**src/rtl/interrupt_controller_if.sv**
```systemverilog
// ---------------------------------------------------------------------------
// interrupt_controller_if
// Bundles the interrupt sources, CSR enables, pipeline qualifiers and the
// request/status outputs of interrupt_controller.
//   master : drives sources, mie/mstatus, pipeline qualifiers, mret;
//            observes irq_out, irq_cause, mip_out, in_service
//   slave  : the controller side (mirror of master)
// ---------------------------------------------------------------------------
interface interrupt_controller_if;
    logic        msip_in;
    logic        mtip_in;
    logic        meip_in;
    logic [31:0] mie_in;
    logic        mstatus_mie;
    logic        mem_inst_valid;
    logic        stall_in;
    logic        exception_in;
    logic        mret_in;
    logic        irq_out;
    logic [3:0]  irq_cause;
    logic [31:0] mip_out;
    logic        in_service;

    modport master (
        output msip_in, mtip_in, meip_in, mie_in, mstatus_mie,
               mem_inst_valid, stall_in, exception_in, mret_in,
        input  irq_out, irq_cause, mip_out, in_service
    );

    modport slave (
        input  msip_in, mtip_in, meip_in, mie_in, mstatus_mie,
               mem_inst_valid, stall_in, exception_in, mret_in,
        output irq_out, irq_cause, mip_out, in_service
    );
endinterface

```
**src/rtl/interrupt_controller.sv**
```systemverilog
// ---------------------------------------------------------------------------
// interrupt_controller
// Machine-mode interrupt controller: synchronises the software, timer and
// external interrupt lines, arbitrates them with fixed priority
// MEI(11) > MSI(3) > MTI(7), and hands one request at a time to the
// exception unit when an instruction in MEM can take it.
// Ports:
//   clk   : system clock, all state on posedge
//   rst_n : asynchronous active-low reset
//   bus   : interrupt_controller_if.slave (sources, mie/mstatus, pipeline
//           qualifiers, mret in; irq_out, irq_cause, mip_out, in_service out)
// ---------------------------------------------------------------------------
module interrupt_controller #(
    parameter int SYNC_STAGES = 2
) (
    input  logic                    clk,
    input  logic                    rst_n,
    interrupt_controller_if.slave   bus
);

    typedef enum logic [1:0] {
        IDLE    = 2'd0,
        PEND    = 2'd1,
        SERVICE = 2'd2
    } state_t;

    localparam logic [3:0] CAUSE_MSI = 4'd3;
    localparam logic [3:0] CAUSE_MTI = 4'd7;
    localparam logic [3:0] CAUSE_MEI = 4'd11;

    state_t                 r_state;
    logic [3:0]             r_cause;
    logic                   r_in_service;
    logic [SYNC_STAGES-1:0] r_sync_msip;
    logic [SYNC_STAGES-1:0] r_sync_mtip;
    logic [SYNC_STAGES-1:0] r_sync_meip;

    logic       w_mip_msip;
    logic       w_mip_mtip;
    logic       w_mip_meip;
    logic       w_elig_msip;
    logic       w_elig_mtip;
    logic       w_elig_meip;
    logic       w_any_elig;
    logic       w_grant;
    logic [3:0] w_win_cause;
    logic       w_unused_mie;

    // Source synchronisers: shift toward the MSB, the MSB is the pending bit.
    always_ff @(posedge clk or negedge rst_n) begin
        if (!rst_n) begin
            r_sync_msip <= '0;
            r_sync_mtip <= '0;
            r_sync_meip <= '0;
        end else begin
            r_sync_msip <= {r_sync_msip[SYNC_STAGES-2:0], bus.msip_in};
            r_sync_mtip <= {r_sync_mtip[SYNC_STAGES-2:0], bus.mtip_in};
            r_sync_meip <= {r_sync_meip[SYNC_STAGES-2:0], bus.meip_in};
        end
    end

    assign w_mip_msip = r_sync_msip[SYNC_STAGES-1];
    assign w_mip_mtip = r_sync_mtip[SYNC_STAGES-1];
    assign w_mip_meip = r_sync_meip[SYNC_STAGES-1];

    assign w_elig_msip = w_mip_msip & bus.mie_in[3]  & bus.mstatus_mie;
    assign w_elig_mtip = w_mip_mtip & bus.mie_in[7]  & bus.mstatus_mie;
    assign w_elig_meip = w_mip_meip & bus.mie_in[11] & bus.mstatus_mie;
    assign w_any_elig  = w_elig_msip | w_elig_mtip | w_elig_meip;

    // Only bits 3/7/11 of mie matter; the rest are deliberately ignored.
    assign w_unused_mie = ^{bus.mie_in[31:12], bus.mie_in[10:8],
                            bus.mie_in[6:4], bus.mie_in[2:0]};

    always_comb begin
        w_win_cause = 4'd0;
        if (w_elig_meip)
            w_win_cause = CAUSE_MEI;
        else if (w_elig_msip)
            w_win_cause = CAUSE_MSI;
        else if (w_elig_mtip)
            w_win_cause = CAUSE_MTI;
    end

    // A grant needs a real instruction in MEM to attach to; a synchronous
    // exception in the same cycle takes precedence and the request waits.
    assign w_grant = (r_state == PEND) & bus.mem_inst_valid & ~bus.stall_in
                   & ~bus.exception_in & w_any_elig;

    always_ff @(posedge clk or negedge rst_n) begin
        if (!rst_n) begin
            r_state      <= IDLE;
            r_cause      <= 4'd0;
            r_in_service <= 1'b0;
        end else begin
            case (r_state)
                IDLE: begin
                    if (w_any_elig) begin
                        r_state <= PEND;
                        r_cause <= w_win_cause;
                    end
                end
                PEND: begin
                    if (w_grant) begin
                        // Cause stays as presented alongside the pulse.
                        r_state      <= SERVICE;
                        r_in_service <= 1'b1;
                    end else if (!w_any_elig) begin
                        r_state <= IDLE;
                        r_cause <= 4'd0;
                    end else begin
                        r_cause <= w_win_cause;
                    end
                end
                SERVICE: begin
                    // Sources are ignored here; only mret releases the handler.
                    if (bus.mret_in) begin
                        r_state      <= IDLE;
                        r_cause      <= 4'd0;
                        r_in_service <= 1'b0;
                    end
                end
                default: begin
                    r_state      <= IDLE;
                    r_cause      <= 4'd0;
                    r_in_service <= 1'b0;
                end
            endcase
        end
    end

    assign bus.irq_out    = w_grant;
    assign bus.irq_cause  = r_cause;
    assign bus.in_service = r_in_service;
    assign bus.mip_out    = {20'd0, w_mip_meip, 3'd0, w_mip_mtip, 3'd0,
                             w_mip_msip, 3'd0};

endmodule
```
**src/flat_wrapper.sv**
```systemverilog
// flat-port wrapper written by rule: the top's interface ports become plain ports
module interrupt_controller_flat 
#(
    parameter int SYNC_STAGES = 2
)
  (clk, rst_n, bus_msip_in, bus_mtip_in, bus_meip_in, bus_mie_in, bus_mstatus_mie, bus_mem_inst_valid, bus_stall_in, bus_exception_in, bus_mret_in, bus_irq_out, bus_irq_cause, bus_mip_out, bus_in_service);
  interrupt_controller_if bus_i ();
  input  logic clk;
  input  logic rst_n;
  input wire logic [$bits(bus_i.msip_in)-1:0] bus_msip_in;
  input wire logic [$bits(bus_i.mtip_in)-1:0] bus_mtip_in;
  input wire logic [$bits(bus_i.meip_in)-1:0] bus_meip_in;
  input wire logic [$bits(bus_i.mie_in)-1:0] bus_mie_in;
  input wire logic [$bits(bus_i.mstatus_mie)-1:0] bus_mstatus_mie;
  input wire logic [$bits(bus_i.mem_inst_valid)-1:0] bus_mem_inst_valid;
  input wire logic [$bits(bus_i.stall_in)-1:0] bus_stall_in;
  input wire logic [$bits(bus_i.exception_in)-1:0] bus_exception_in;
  input wire logic [$bits(bus_i.mret_in)-1:0] bus_mret_in;
  output wire logic [$bits(bus_i.irq_out)-1:0] bus_irq_out;
  output wire logic [$bits(bus_i.irq_cause)-1:0] bus_irq_cause;
  output wire logic [$bits(bus_i.mip_out)-1:0] bus_mip_out;
  output wire logic [$bits(bus_i.in_service)-1:0] bus_in_service;
  assign bus_i.msip_in = bus_msip_in;
  assign bus_i.mtip_in = bus_mtip_in;
  assign bus_i.meip_in = bus_meip_in;
  assign bus_i.mie_in = bus_mie_in;
  assign bus_i.mstatus_mie = bus_mstatus_mie;
  assign bus_i.mem_inst_valid = bus_mem_inst_valid;
  assign bus_i.stall_in = bus_stall_in;
  assign bus_i.exception_in = bus_exception_in;
  assign bus_i.mret_in = bus_mret_in;
  assign bus_irq_out = bus_i.irq_out;
  assign bus_irq_cause = bus_i.irq_cause;
  assign bus_mip_out = bus_i.mip_out;
  assign bus_in_service = bus_i.in_service;
  interrupt_controller #(.SYNC_STAGES(SYNC_STAGES)) u_core (.clk(clk), .rst_n(rst_n), .bus(bus_i));
endmodule
```
**config.mk**
```make
export PLATFORM = sky130hd
export DESIGN_NAME = interrupt_controller_flat
export DESIGN_NICKNAME = d
export VERILOG_FILES = /design/src/rtl/interrupt_controller_if.sv /design/src/rtl/interrupt_controller.sv /design/src/flat_wrapper.sv
export SDC_FILE = /design/constraint.sdc
export NUM_CORES = 1
export LEC_CHECK = 0
export ABC_AREA = 1
export BUFFER_PORTS_ARGS = -buffer_cell sky130_fd_sc_hd__buf_2
export CAP_MARGIN = 10
export CELL_PAD_IN_SITES_DETAIL_PLACEMENT = 2
export CELL_PAD_IN_SITES_GLOBAL_PLACEMENT = 2
export CORE_MARGIN = 2
export CORE_UTILIZATION = 17
export DETAILED_ROUTE_END_ITERATION = 7
export PLACE_DENSITY = 0.82
export SLEW_MARGIN = 30
export SYNTH_ARGS = -nofsm -noshare
export SYNTH_HDL_FRONTEND = slang
export SYNTH_SLANG_ARGS = --single-unit
```
**constraint.sdc**
```tcl
create_clock -name clk -period 1.65 [get_ports clk]
set_input_delay 0.165 -clock clk [delete_from_list [all_inputs] [get_ports clk]]
set_output_delay 0.165 -clock clk [all_outputs]
set_load 0.02 [all_outputs]
```
Word level (Yosys, flattened, before mapping)
Index checks and enable logic that the tools add are counted.
- equal/unequal tests: 7
- mux-type cells: 16
- bitwise logic cells: 15
- reduce and logical (&&, ||, !) cells: 4
- operators by type and width (cell ; number):
    2-to-1 mux 4 bit ; 6
    case mux 4 bit (3 select lines) ; 1
    bitwise AND 1 bit ; 10
    AND reduction 3 bit ; 3
    2-to-1 mux 2 bit ; 4
    != test 2 bit, second input constant ; 3
    case mux 2 bit (3 select lines) ; 1
    2-to-1 mux 3 bit ; 1
    != test 3 bit, second input constant ; 1
    inverter 1 bit ; 3
    case mux 1 bit (3 select lines) ; 1
    equality test 2 x 1 -> 1 bit, second input constant ; 1
    equality test 2 bit, second input constant ; 1
    zero test 2 bit ; 1
    2-to-1 mux 1 bit ; 2
    != test 2 x 1 -> 1 bit, second input constant ; 1
    bitwise OR 1 bit ; 2
- flip-flop bits (word level): 13
- input bits: 42
- output and inout bits: 38
- logic and storage cells: 48

Longest topological paths before layout
- depth in word-level cells: 8
- mapped depth: 7
- depth with buffers taken out: 7

Worst setup path after synthesis
OpenSTA, ideal clock, no wires.
- kind: reg2out
- from: register u_core.r_state[1]
- to: output bus_irq_out
- data arrival time: 0.906 ns
- data required time: 1.485 ns
- path slack: 0.579 ns
- cell stages (with the launch flop): 6
- buffers on the path: 0
- path through: dfrtp_1 inv_2 nand2_2 nor2_2 nand2_4 inv_1
- longest elaborated chain between the ends: 5
- ends and longest elaborated chain (element ; RTL line ; source):
    start: declaration ; interrupt_controller.sv:31 ; state_t r_state;
    start signal: assignment ; interrupt_controller.sv:92 ; r_state <= IDLE;
    start signal: assignment ; interrupt_controller.sv:99 ; r_state <= PEND;
    start signal: assignment ; interrupt_controller.sv:106 ; r_state <= SERVICE;
    equality test 2 x 1 -> 1 bit ; interrupt_controller.sv:87 ; assign w_grant = (r_state == PEND) & bus.mem_inst_valid & ~bus.stall_in
    bitwise AND 1 bit (2 in a row) ; interrupt_controller.sv:87 ;
    bitwise AND 1 bit (2 in a row) ; interrupt_controller.sv:88 ; & ~bus.exception_in & w_any_elig;
    end: declaration ; flat_wrapper.sv:19 ; output wire logic [$bits(bus_i.irq_out)-1:0] bus_irq_out;
No other way between the ends.

Worst setup path after layout
Same ends and word-level chain as after synthesis.

==> out/qor.yml <==
pwr:
  vdd_drop_max_uv: 273
  power_density_nw_per_um2: 958
  total_leakage_power_nw: 0.496
logic_synthesis:
  synthTopCellsByCount: "buf_4, dfrtp_1, nand2_1"
  ys_ff_latch: 12
  synthTopCellsByArea: "dfrtp_1, buf_4, nand2_1"
  synth_edf_count: 0
  synth-xor-area-share: 0
  ys_warn_count: 0
  postSynthAreaPerCell_sq_um: 8.80
  synth_compound_area_frac: 0.00677
  netlist_instances: 84
  yosysUniqueCellTypes: 14
  synth_fa_ha_area_frac: 0
  yosys.area.top_type_share: 0.406
  yosysMostFrequentCell: "buf_4"
  postSynth.asyncResetShare: 1.00
  synth_area_sq_um: 739
  yosysSeqAreaShare: 0.406
  muxShareOfSynthArea: 0
  yosys_most_used_dff: "dfrtp_1"
  netlist.top_cell.by_area: "dfrtp_1"
  synth_top_family_by_area: "buffers and inverters"
  synth-simple-area-share: 0.217
critical_path:
  max_stage_delay_ps: 430
  critPathKind: "reg2out"
  path_max_fanout: 7
  critPathBufInv: 3
  crit_path_end_kind: "output pin"
  crit_arrival_ps: 1290
  critPathTopFamily: "flip-flops"
  r2r_slack_ps: 470
  crit_slowest_cell: "dfrtp_1"
  cp-start-kind: "flip-flop"
  crit_required_ps: 1480
  crit_chain: "inv_2, nand2_2, nor2_2, nand2_4, inv_1, buf_2"
clocking:
  postCtsSetupRepairBufs: 0
  cts_buffer_depth: 2
  clkLatencyLatePin_ps: 240
  clock-root-buffer: "clkbuf_8"
  cts.sinks: 12
  cts.clk_slew.worst_paths_ps: 50
  cts_buffers: 3
  cts.htree.levels: 1
  cts_tree: "yes"
global_routing:
  track_usage: 0.0603
  grt_max_degree: 13
  antenna_found_initial: 0
  grt_pass1_vias: 534
  grt_overflow_total: 0
  grt_pass1_wl_microns: 2300
floorplanning:
  die-area_sq_um: 4890
  fp-row-count: 23
  dieHeight_microns: 70.0
  die_w_microns: 70.0
  start_util: 0.181
  io_pins: 80
  design.core.area_sq_um: 4090
finish:
  drive_gt1_frac: 0.308
  antenna_cells: 0
  seq_area_sq_um: 300
  multi_input_area_sq_um: 274
  final_nets: 148
  area_growth_pct: 10.3
  fillers: 498
routing:
  firstDrtPassIters: 2
  detail-route-antenna-nets: 0
  wl_microns: 1440
  viasPerCell: 3.33
  drcViolationCount: 0
  drtIter0Drc: 1
  vias: 513
  wire_per_inst_microns: 9.32
timing:
  hold_slack_ps: 38.2
  final-hold-violation-count: 0
  max_freq_mhz: 685
  fin_tns_setup_ps: 0
  finalCritPeriodShare: 0.884
  finalSetupViolations: 0
  fin_worst_skew_ps: 4.27
  layout_min_cycle_time_ps: 1460
  rsz0062_at_grt: "no"
  report.final.slew_viol_count: 0
outcome:
  outcome: "complete, no violations"
placement:
  place_congestion: 0.686
  hpwlAfterDp_microns: 1220
  portBuffers: 21
min_path:
  hold_class: "in2reg"
job:
  drv_cap: 0
final timing paths:
path	depth (start not counted)	start	endpoint
setup / recovery	6	u_core.r_state[1]	bus_irq_out
hold / removal	1	bus_mtip_in	u_core.r_sync_mtip[0]
setup reg to reg	6	u_core.r_sync_meip[1]	u_core.bus.irq_cause[3]
hold reg to reg	0	u_core.r_sync_meip[0]	u_core.r_sync_meip[1]
max in group asynchronous	2	rst_n	u_core.r_sync_meip[0]
min in group asynchronous	2	rst_n	u_core.r_state[1]
through the flow:
step | setup WS (ps) | area (sq um) | utilization | power, mW | std cells
2_1_floorplan | 579 | 845 | - | 0.533 | 112
3_3_place_gp | 452 | 764 | 0.187 | 0.524 | 150
3_5_place_dp | 427 | 764 | 0.187 | 0.528 | 150
4_1_cts | 160 | 816 | 0.200 | 0.797 | 154
5_1_grt | 91.7 | 816 | 0.200 | 0.827 | 154
6_report | 191 | 816 | 0.200 | 0.781 | 154
layout make-up:
cell class              instances  area share
flip-flops and latches         12       0.368
clock buffers                   3      0.0506
well taps                      50      0.0767
repair buffers                 22       0.141
multi-input cells              61       0.336
inverters                       6      0.0276
registers in the layout, indices dropped and copies added (netlist names):
name / count
u_core.bus.in_service: 1
u_core.r_sync_mtip: 2
u_core.r_sync_msip: 2
u_core.r_state: 2
u_core.r_sync_meip: 2
u_core.bus.irq_cause: 3
cells in the final DEF, fill, tap and decap left out, drive strengths merged:
master       Yosys  routed
dlygate4sd3      0       1
a21oi            1       1
conb             1      29
nor2             5       5
buf             33      21
nand3            9       9
nand4            2       2
dfrtp           12      12
clkbuf           0       3
nand2           15      15
inv              6       6
layer usage:
layer | wire, microns | vias to the layer above | track usage
met2 | 717 | 38 | 0.108
met5 | 0 | - | 0
li1 | - | 237 | -
met3 | 147 | 2 | 0.0144
met1 | 544 | 236 | 0.0623
met4 | 27 | 0 | 0.0385
worst register-to-register path, cell delays in order (launching register included):
cell	delay (ps)
dfrtp_1	380
nand3_1	160
nand3_2	160
nand2_4	130
nand3_2	110
nand2_1	80
nand2_1	50
cells by family after synthesis:
family                 Yosys count
AO/OA/AOI/OAI                    1
buffers and inverters           39
flip-flops                      12
other                            1
AND/OR/NAND/NOR                 31
where the power goes:
| group | switching (mW) | internal [mW] |
|---|---|---|
| Sequential | 0.0158 | 0.321 |
| Combinational | 0.140 | 0.0464 |
| Clock | 0.0975 | 0.160 |
what timing repair did:
action / in CTS / in global routing
resized for setup: 0 / 0
hold endpoints to repair: 12 / 0
hold buffers: 1 / 0
No activity file was read; power rests on OpenSTA's default activity.
